$ cat src/rtl/slice_ff_readback_if.sv
// Serial readback port bundle: capture request, parallel Q snapshot input,
// and the valid/ready serial output with status flags.
interface slice_ff_readback_if #(
   parameter int NUM_FF = 8
);
   logic              CAPTURE;
   logic [NUM_FF-1:0] Q_IN;
   logic              DOUT;
   logic              DOUT_VALID;
   logic              DOUT_READY;
   logic              BUSY;
   logic              DONE;

   // Requester side: asks for a capture and consumes the serial stream.
   modport master (
      output CAPTURE, Q_IN, DOUT_READY,
      input  DOUT, DOUT_VALID, BUSY, DONE
   );

   // Readback engine side.
   modport slave (
      input  CAPTURE, Q_IN, DOUT_READY,
      output DOUT, DOUT_VALID, BUSY, DONE
   );
endinterface

$ cat src/rtl/slice_ff_readback.sv
// Serial readback engine: snapshots NUM_FF storage bits on request, undoes
// ZINI inversion, and streams the true values out one bit per transfer.
module slice_ff_readback #(
   parameter int                NUM_FF    = 8,
   parameter logic [NUM_FF-1:0] ZINI_MASK = '0,
   parameter bit                MSB_FIRST = 1'b0
) (
   input logic                 C,
   input logic                 R,
   slice_ff_readback_if.slave  bus
);
   localparam int CW = $clog2(NUM_FF + 1);

   typedef enum logic [1:0] {
      S_IDLE  = 2'd0,
      S_SHIFT = 2'd1,
      S_DONE  = 2'd2
   } state_t;

   state_t            state, state_n;
   logic [NUM_FF-1:0] sreg, sreg_n;
   logic [CW-1:0]     cnt, cnt_n;
   logic              dout_q, dout_n;
   logic              valid_q, valid_n;
   logic              busy_q, busy_n;
   logic              done_q, done_n;
   logic              xfer;

   // Transfer uses the registered valid so no input reaches an output
   // without passing through a flop.
   assign xfer = valid_q & bus.DOUT_READY;

   // Next-state, next-snapshot and next registered outputs.
   always_comb begin
      state_n = state;
      sreg_n  = sreg;
      cnt_n   = cnt;
      case (state)
         S_IDLE: begin
            if (bus.CAPTURE) begin
               sreg_n  = bus.Q_IN ^ ZINI_MASK;
               cnt_n   = CW'(NUM_FF);
               state_n = S_SHIFT;
            end
         end
         S_SHIFT: begin
            if (xfer) begin
               // Move the next bit toward the output end, zero fill.
               sreg_n = MSB_FIRST ? (sreg << 1) : (sreg >> 1);
               cnt_n  = cnt - CW'(1);
               if (cnt == CW'(1)) state_n = S_DONE;
            end
         end
         S_DONE:  state_n = S_IDLE;
         default: state_n = S_IDLE;
      endcase

      valid_n = (state_n == S_SHIFT);
      busy_n  = (state_n != S_IDLE);
      done_n  = (state_n == S_DONE);
      // DOUT is forced low whenever no valid bit is presented.
      dout_n  = valid_n & (MSB_FIRST ? sreg_n[NUM_FF-1] : sreg_n[0]);
   end

   // State, snapshot, counter and output registers; reset discards any
   // readback in flight.
   always_ff @(posedge C) begin
      if (R) begin
         state   <= S_IDLE;
         sreg    <= '0;
         cnt     <= '0;
         dout_q  <= 1'b0;
         valid_q <= 1'b0;
         busy_q  <= 1'b0;
         done_q  <= 1'b0;
      end else begin
         state   <= state_n;
         sreg    <= sreg_n;
         cnt     <= cnt_n;
         dout_q  <= dout_n;
         valid_q <= valid_n;
         busy_q  <= busy_n;
         done_q  <= done_n;
      end
   end

   assign bus.DOUT       = dout_q;
   assign bus.DOUT_VALID = valid_q;
   assign bus.BUSY       = busy_q;
   assign bus.DONE       = done_q;
endmodule

$ cat src/flat_wrapper.sv
// flat-port wrapper written by rule: the top's interface ports become plain ports
module slice_ff_readback_flat 
#(
   parameter int                NUM_FF    = 8,
   parameter logic [NUM_FF-1:0] ZINI_MASK = '0,
   parameter bit                MSB_FIRST = 1'b0
)
  (C, R, bus_CAPTURE, bus_Q_IN, bus_DOUT_READY, bus_DOUT, bus_DOUT_VALID, bus_BUSY, bus_DONE);
  slice_ff_readback_if #(.NUM_FF(NUM_FF)) bus_i ();
  input logic C;
  input logic R;
  input wire logic [$bits(bus_i.CAPTURE)-1:0] bus_CAPTURE;
  input wire logic [$bits(bus_i.Q_IN)-1:0] bus_Q_IN;
  input wire logic [$bits(bus_i.DOUT_READY)-1:0] bus_DOUT_READY;
  output wire logic [$bits(bus_i.DOUT)-1:0] bus_DOUT;
  output wire logic [$bits(bus_i.DOUT_VALID)-1:0] bus_DOUT_VALID;
  output wire logic [$bits(bus_i.BUSY)-1:0] bus_BUSY;
  output wire logic [$bits(bus_i.DONE)-1:0] bus_DONE;
  assign bus_i.CAPTURE = bus_CAPTURE;
  assign bus_i.Q_IN = bus_Q_IN;
  assign bus_i.DOUT_READY = bus_DOUT_READY;
  assign bus_DOUT = bus_i.DOUT;
  assign bus_DOUT_VALID = bus_i.DOUT_VALID;
  assign bus_BUSY = bus_i.BUSY;
  assign bus_DONE = bus_i.DONE;
  slice_ff_readback #(.NUM_FF(NUM_FF), .ZINI_MASK(ZINI_MASK), .MSB_FIRST(MSB_FIRST)) u_core (.C(C), .R(R), .bus(bus_i));
endmodule
$ cat config.mk
export PLATFORM = sky130hd
export DESIGN_NAME = slice_ff_readback_flat
export DESIGN_NICKNAME = d
export VERILOG_FILES = /design/src/rtl/slice_ff_readback_if.sv /design/src/rtl/slice_ff_readback.sv /design/src/flat_wrapper.sv
export SDC_FILE = /design/constraint.sdc
export NUM_CORES = 1
export LEC_CHECK = 0
export ABC_AREA = 1
export BUFFER_PORTS_ARGS = -buffer_cell sky130_fd_sc_hd__buf_2
export CAP_MARGIN = 20
export CORE_ASPECT_RATIO = 0.9
export CORE_UTILIZATION = 45
export DETAILED_ROUTE_END_ITERATION = 7
export PLACE_DENSITY = 0.67
export SYNTH_ARGS = -nofsm -noshare
export SYNTH_HDL_FRONTEND = slang
export SYNTH_SLANG_ARGS = --single-unit
$ cat constraint.sdc
create_clock -name C -period 1.5 [get_ports C]
set_input_delay 0.15 -clock C [delete_from_list [all_inputs] [get_ports C]]
set_output_delay 0.15 -clock C [all_outputs]
set_load 0.01 [all_outputs]
=== After elaboration in Yosys (flattened, before gate mapping) ===
Cells that the tools add are included.

* Register bits after elaboration: 18
* Output and inout port bits: 4
* Logic and storage cells: 31

* Add/sub/neg operators: 1
* Eq/ne operators: 6
* Multiplexer cells: 10
* Bitwise gates (word level): 2
* Reduce and logical (&&, ||, !) cells: 4

{| class="wikitable"
|+ Operator list
! cell !! number
|-
| 8-bit two-way mux || 2
|-
| 8-bit one-hot mux with 2 select lines || 1
|-
| 4-bit two-way mux || 2
|-
| 4-bit one-hot mux with 2 select lines || 1
|-
| 2-bit two-way mux || 3
|-
| 2-bit by 1-bit == test with 1-bit output (second input constant) || 2
|-
| 4-bit by 1-bit == test with 1-bit output (second input constant) || 1
|-
| 2-bit one-hot mux with 2 select lines || 1
|-
| 2-bit nonzero test || 2
|-
| 4-bit by 1-bit subtractor with 4-bit output (second input constant) || 1
|-
| 3-bit AND reduction || 1
|-
| 1-bit AND || 2
|-
| 2-bit == test (second input constant) || 1
|-
| 2-bit zero test || 1
|-
| 2-bit by 1-bit != test with 1-bit output (second input constant) || 1
|-
| 2-bit != test (second input constant) || 1
|}

=== Depth between registers and ports, before layout ===
* Depth after elaboration: 6
* Gate-level depth with buffers: 7
* Gate-level depth less buffers: 7

=== Least setup slack after synthesis ===
No wires, ideal clock.

* Path type: register -> register
* From: register u_core.cnt[0]
* To: register u_core.cnt[1]
* Library setup time: 0.064 ns
* Arrival time: 1.010 ns
* Slack: 0.426 ns
* Stages on the path, launching flop included: 6
* Buffers on the path: 0
* Period minus slack after synthesis: 1.074 ns
* Cells stage by stage: dfxtp_1 inv_1 ha_1 nor3_1 a21oi_2 nor2_1

* Cells in the longest elaborated chain, start to end: 3

{| class="wikitable"
|+ Ends and longest elaborated chain
! what !! line !! RTL
|-
| start, declared || slice_ff_readback.sv:22 || <nowiki>logic [CW-1:0] cnt, cnt_n;</nowiki>
|-
| start signal, assigned || slice_ff_readback.sv:79 || <nowiki>cnt <= cnt_n;</nowiki>
|-
| 4-bit by 1-bit subtractor with 4-bit output || slice_ff_readback.sv:50 || <nowiki>cnt_n = cnt - CW'(1);</nowiki>
|-
| 4-bit two-way mux || slice_ff_readback.sv:47 || <nowiki>if (xfer) begin</nowiki>
|-
| 4-bit one-hot mux with 2 select lines || slice_ff_readback.sv:38 || <nowiki>case (state)</nowiki>
|}

No other way between the ends. The select of a mux whose other input is x is not followed.
A chain may end at the register's enable or synchronous reset.

=== Final worst setup path ===
Ends and elaborated chain as after synthesis.

==> impl_summary.log <==
INFO  metric run_status = finished clean
INFO  metric finish.instance_area = 963 um2
INFO  metric total_power = 0.896 mW
INFO  metric dpl.cell_count = ~130
INFO  metric post_layout_nonfiller_instances = approximately 140
INFO  metric timing.reg2reg.worst_path_depth = 5
INFO  metric final_nets = about 130
INFO  metric share_of_async_settable_or_async_resettable_flops_after_synthesis = 0
INFO  metric worst-endpoint-arrival = 1410 ps
INFO  metric detailed_place.area = 941 um2
INFO  metric period_minus_slack = 1180 ps
INFO  metric finish.utilization = 0.556
INFO  metric skew = about 8 ps
INFO  metric setup_repair_after_global_routing_missed_its_margin = no
INFO  metric worst_case_headroom_to_the_max_slew_limit = 0.742
INFO  metric critPathMaxFanout = 4
INFO  metric layout_cell_share_with_drive_strength_beyond_1 = 0.420
INFO  metric synthFlopType = sky130_fd_sc_hd__dfxtp_1
INFO  metric final-setup-viol-count = 0
INFO  metric vias = 638
INFO  metric cts.root.buffer_cell = sky130_fd_sc_hd__clkbuf_4
INFO  metric pre_cts_slack = a little over 300 ps
INFO  metric cts_tree = done
INFO  metric max_freq = 847 MHz
INFO  metric cts_sinks = 18
INFO  metric netlist_area = about 860 um2
INFO  metric die_h = about 43 um
INFO  metric number_of_buffers_inserted_during_clock_tree_synthesis = 3
INFO  metric resized_after_cts = 0
INFO  metric holdCritPathClass = in -> reg
INFO  metric num-fill-cells = 168
INFO  metric synth-edff-count = 0
INFO  metric static-leakage-power = 0.391 nW
INFO  metric area_delta_synth_final = 11.9%
INFO  metric maximum_number_of_pins_on_one_net_before_global_route_repair = 16
INFO  metric clk_transition_reported_paths = about 100 ps
INFO  metric antenna_cells = 0
INFO  metric maxSlewViolCount = 0
INFO  metric design.core.area = 1730 um2
INFO  metric antenna_violations_before_repair = 0
INFO  metric cp-start-kind = register
INFO  metric drt_pre_antenna_iters = 4
INFO  metric holdBufCountCts = 0
INFO  metric wl_per_cell = 10.3 um
INFO  metric netlist_top_cells_area = sky130_fd_sc_hd__dfxtp_1 42%, sky130_fd_sc_hd__a31oi_2 8.7%, sky130_fd_sc_hd__nand2_1 8.3%
INFO  metric via_per_inst = 4.69
INFO  metric critPathRequiredTime = 1730 ps
INFO  metric maxCapViolations = 0
INFO  metric worstSkewPairLatency = 290 ps
INFO  metric globalRoute.totalOverflow = 0
INFO  metric cpMaxStageDelayCell = sky130_fd_sc_hd__dfxtp_1
INFO  metric synthesized_netlist_cell_count = 96
INFO  metric ant_nets = 0
INFO  metric ir_drop = roughly 0.77 mV
INFO  metric fp-row-count = 14
INFO  metric timing.setup.critical_path_class = reg -> reg
INFO  metric endpoint_kind = register
INFO  metric final_hold_violating_endpoints = 0
INFO  metric power.density = a little over 900 nW/um2
INFO  metric dr.first_iter.drc_count = 5
INFO  metric postLayoutSetupSlackWorst = about 320 ps
INFO  metric synth_nets = 110
INFO  metric path_depth = 5
INFO  metric min_delay_path_depth = 3
INFO  metric chipWidth = 48.1 um
INFO  metric synth.largest_area_cell = sky130_fd_sc_hd__dfxtp_1
INFO  metric fp.dieArea = 2090 um2
INFO  metric path_buf_inv = 1
INFO  metric synth.yosys.seq_area_share = 0.419
INFO  metric first_global_vias = 597
INFO  metric slowest_delay = roughly 380 ps
INFO  metric holdWs = 122 ps
INFO  metric clock_tree.htree_level_count = 1
INFO  metric grt_pass1_wl = between 2000 and 3000 um
INFO  metric routabilityCongestion = roughly 0.78
INFO  metric total_detailed_routing_wirelength = 1400 um
INFO  metric cts_max_path_buffers = 2
INFO  metric post-cts-setup-buffers = 0
INFO  metric post-synth-top-area-fraction = 0.419
INFO  metric final.period_utilization = 0.787
INFO  metric floorplan.initialDensity = 0.496
INFO  metric cell_family_with_the_largest_share_of_critical_path_delay = flip-flops
INFO  metric worst-slew-pin-transition = 386 ps
INFO  metric synth.ff_latch_count = 18
INFO  metric synth.lib_cells_used.distinct = 22
INFO  metric ys_warn_count = 0
INFO  metric io_pins = 16
INFO  metric remaining_drc_errors = 0
INFO  metric synth_area_per_cell = 8.97 um2
INFO  metric critical_path.cell_chain = inv_1 > ha_1 > nor3_1 > a21oi_2 > nor2_1
INFO  metric port_buffers = 15
INFO  metric final.setup.tns = 0 ps
INFO  metric grt.total_usage = 0.172
INFO  metric hpwlAfterDp = 1060 um
sequential cells by signal, summed over array words and instances, names as in the netlist:
| signal | count |
|---|---|
| u_core.cnt | 4 |
| u_core.bus.DOUT_VALID | 1 |
| u_core.bus.BUSY | 1 |
| u_core.sreg | 8 |
| u_core.state | 2 |
| u_core.bus.DONE | 1 |
| u_core.bus.DOUT | 1 |
Yosys cell counts (2+ instances only):
| cell type | instances |
|---|---|
| sky130_fd_sc_hd__a31oi_2 | 6 |
| sky130_fd_sc_hd__a21oi_1 | 5 |
| sky130_fd_sc_hd__inv_1 | 7 |
| sky130_fd_sc_hd__dfxtp_1 | 18 |
| sky130_fd_sc_hd__nor2_1 | 4 |
| sky130_fd_sc_hd__nand2_2 | 8 |
| sky130_fd_sc_hd__nand3_1 | 3 |
| sky130_fd_sc_hd__inv_2 | 2 |
| sky130_fd_sc_hd__ha_1 | 2 |
| sky130_fd_sc_hd__nor3_1 | 3 |
| sky130_fd_sc_hd__nand2_1 | 19 |
| sky130_fd_sc_hd__nor2_2 | 2 |
| sky130_fd_sc_hd__a21oi_2 | 4 |
| sky130_fd_sc_hd__nand2_4 | 5 |
worst paths after layout:
path | from | to | slack (ps)
max | u_core.cnt[0]$_SDFFE_PP0P_ | u_core.cnt[1]$_SDFFE_PP0P_ | 320
min | bus_Q_IN[7] | u_core.sreg[7]$_SDFFE_PP0P_ | 120
max reg2reg | u_core.cnt[0]$_SDFFE_PP0P_ | u_core.cnt[1]$_SDFFE_PP0P_ | 320
min reg2reg | u_core.sreg[7]$_SDFFE_PP0P_ | u_core.sreg[7]$_SDFFE_PP0P_ | 480
worst min-delay path, stage by stage:
cell and delay, ps:
sky130_fd_sc_hd__buf_2 90, sky130_fd_sc_hd__nand2_1 70, sky130_fd_sc_hd__a21oi_2 50
cells in the final DEF, fill, tap and decap left out, drive strengths merged:
| cell | instances |
|---|---|
| nor2 | 7 |
| dfxtp | 18 |
| nor3 | 4 |
| nand4 | 1 |
| a21oi | 9 |
| inv | 9 |
| clkbuf | 3 |
| nand3 | 3 |
| a31oi | 6 |
| xor2 | 1 |
| buf | 15 |
| ha | 2 |
| nand2 | 32 |
| o21ai | 2 |
kinds of logic (layout without fill, tap and decap cells):
logic type	Yosys count	in the layout	share of synthesized area
AOI/OAI and AO/OA	17	17	0.169
DFF	18	18	0.419
buffers and inverters	11	27	0.0683
and+or+nand+nor	47	47	0.305
adders and majority gates	2	2	0.0291
xor gates and xnor gates	1	1	0.0102
per-layer routing:
layer	vias up	routed length, um	global-route usage
met2	9	604	0.257
met4	0	15	0.0500
li1	346	-	-
met3	2	46	0.0625
met5	-	0	0
met1	281	733	0.232
power by group:
group / switching [mW] / internal, mW
registers: 0.0196 / 0.505
clock network: 0.135 / 0.0933
logic: 0.0863 / 0.0573
final cells by class:
type                       count  area (um2)  share of cell area
sequential                    18         360               0.374
multi-input combinational     67         442               0.458
clock buffer                   3        22.5              0.0234
inverter                       9        33.8              0.0351
tap                           24        30.0              0.0312
timing repair buffer          15        75.1              0.0779
Power figures use the tool's default switching activity.
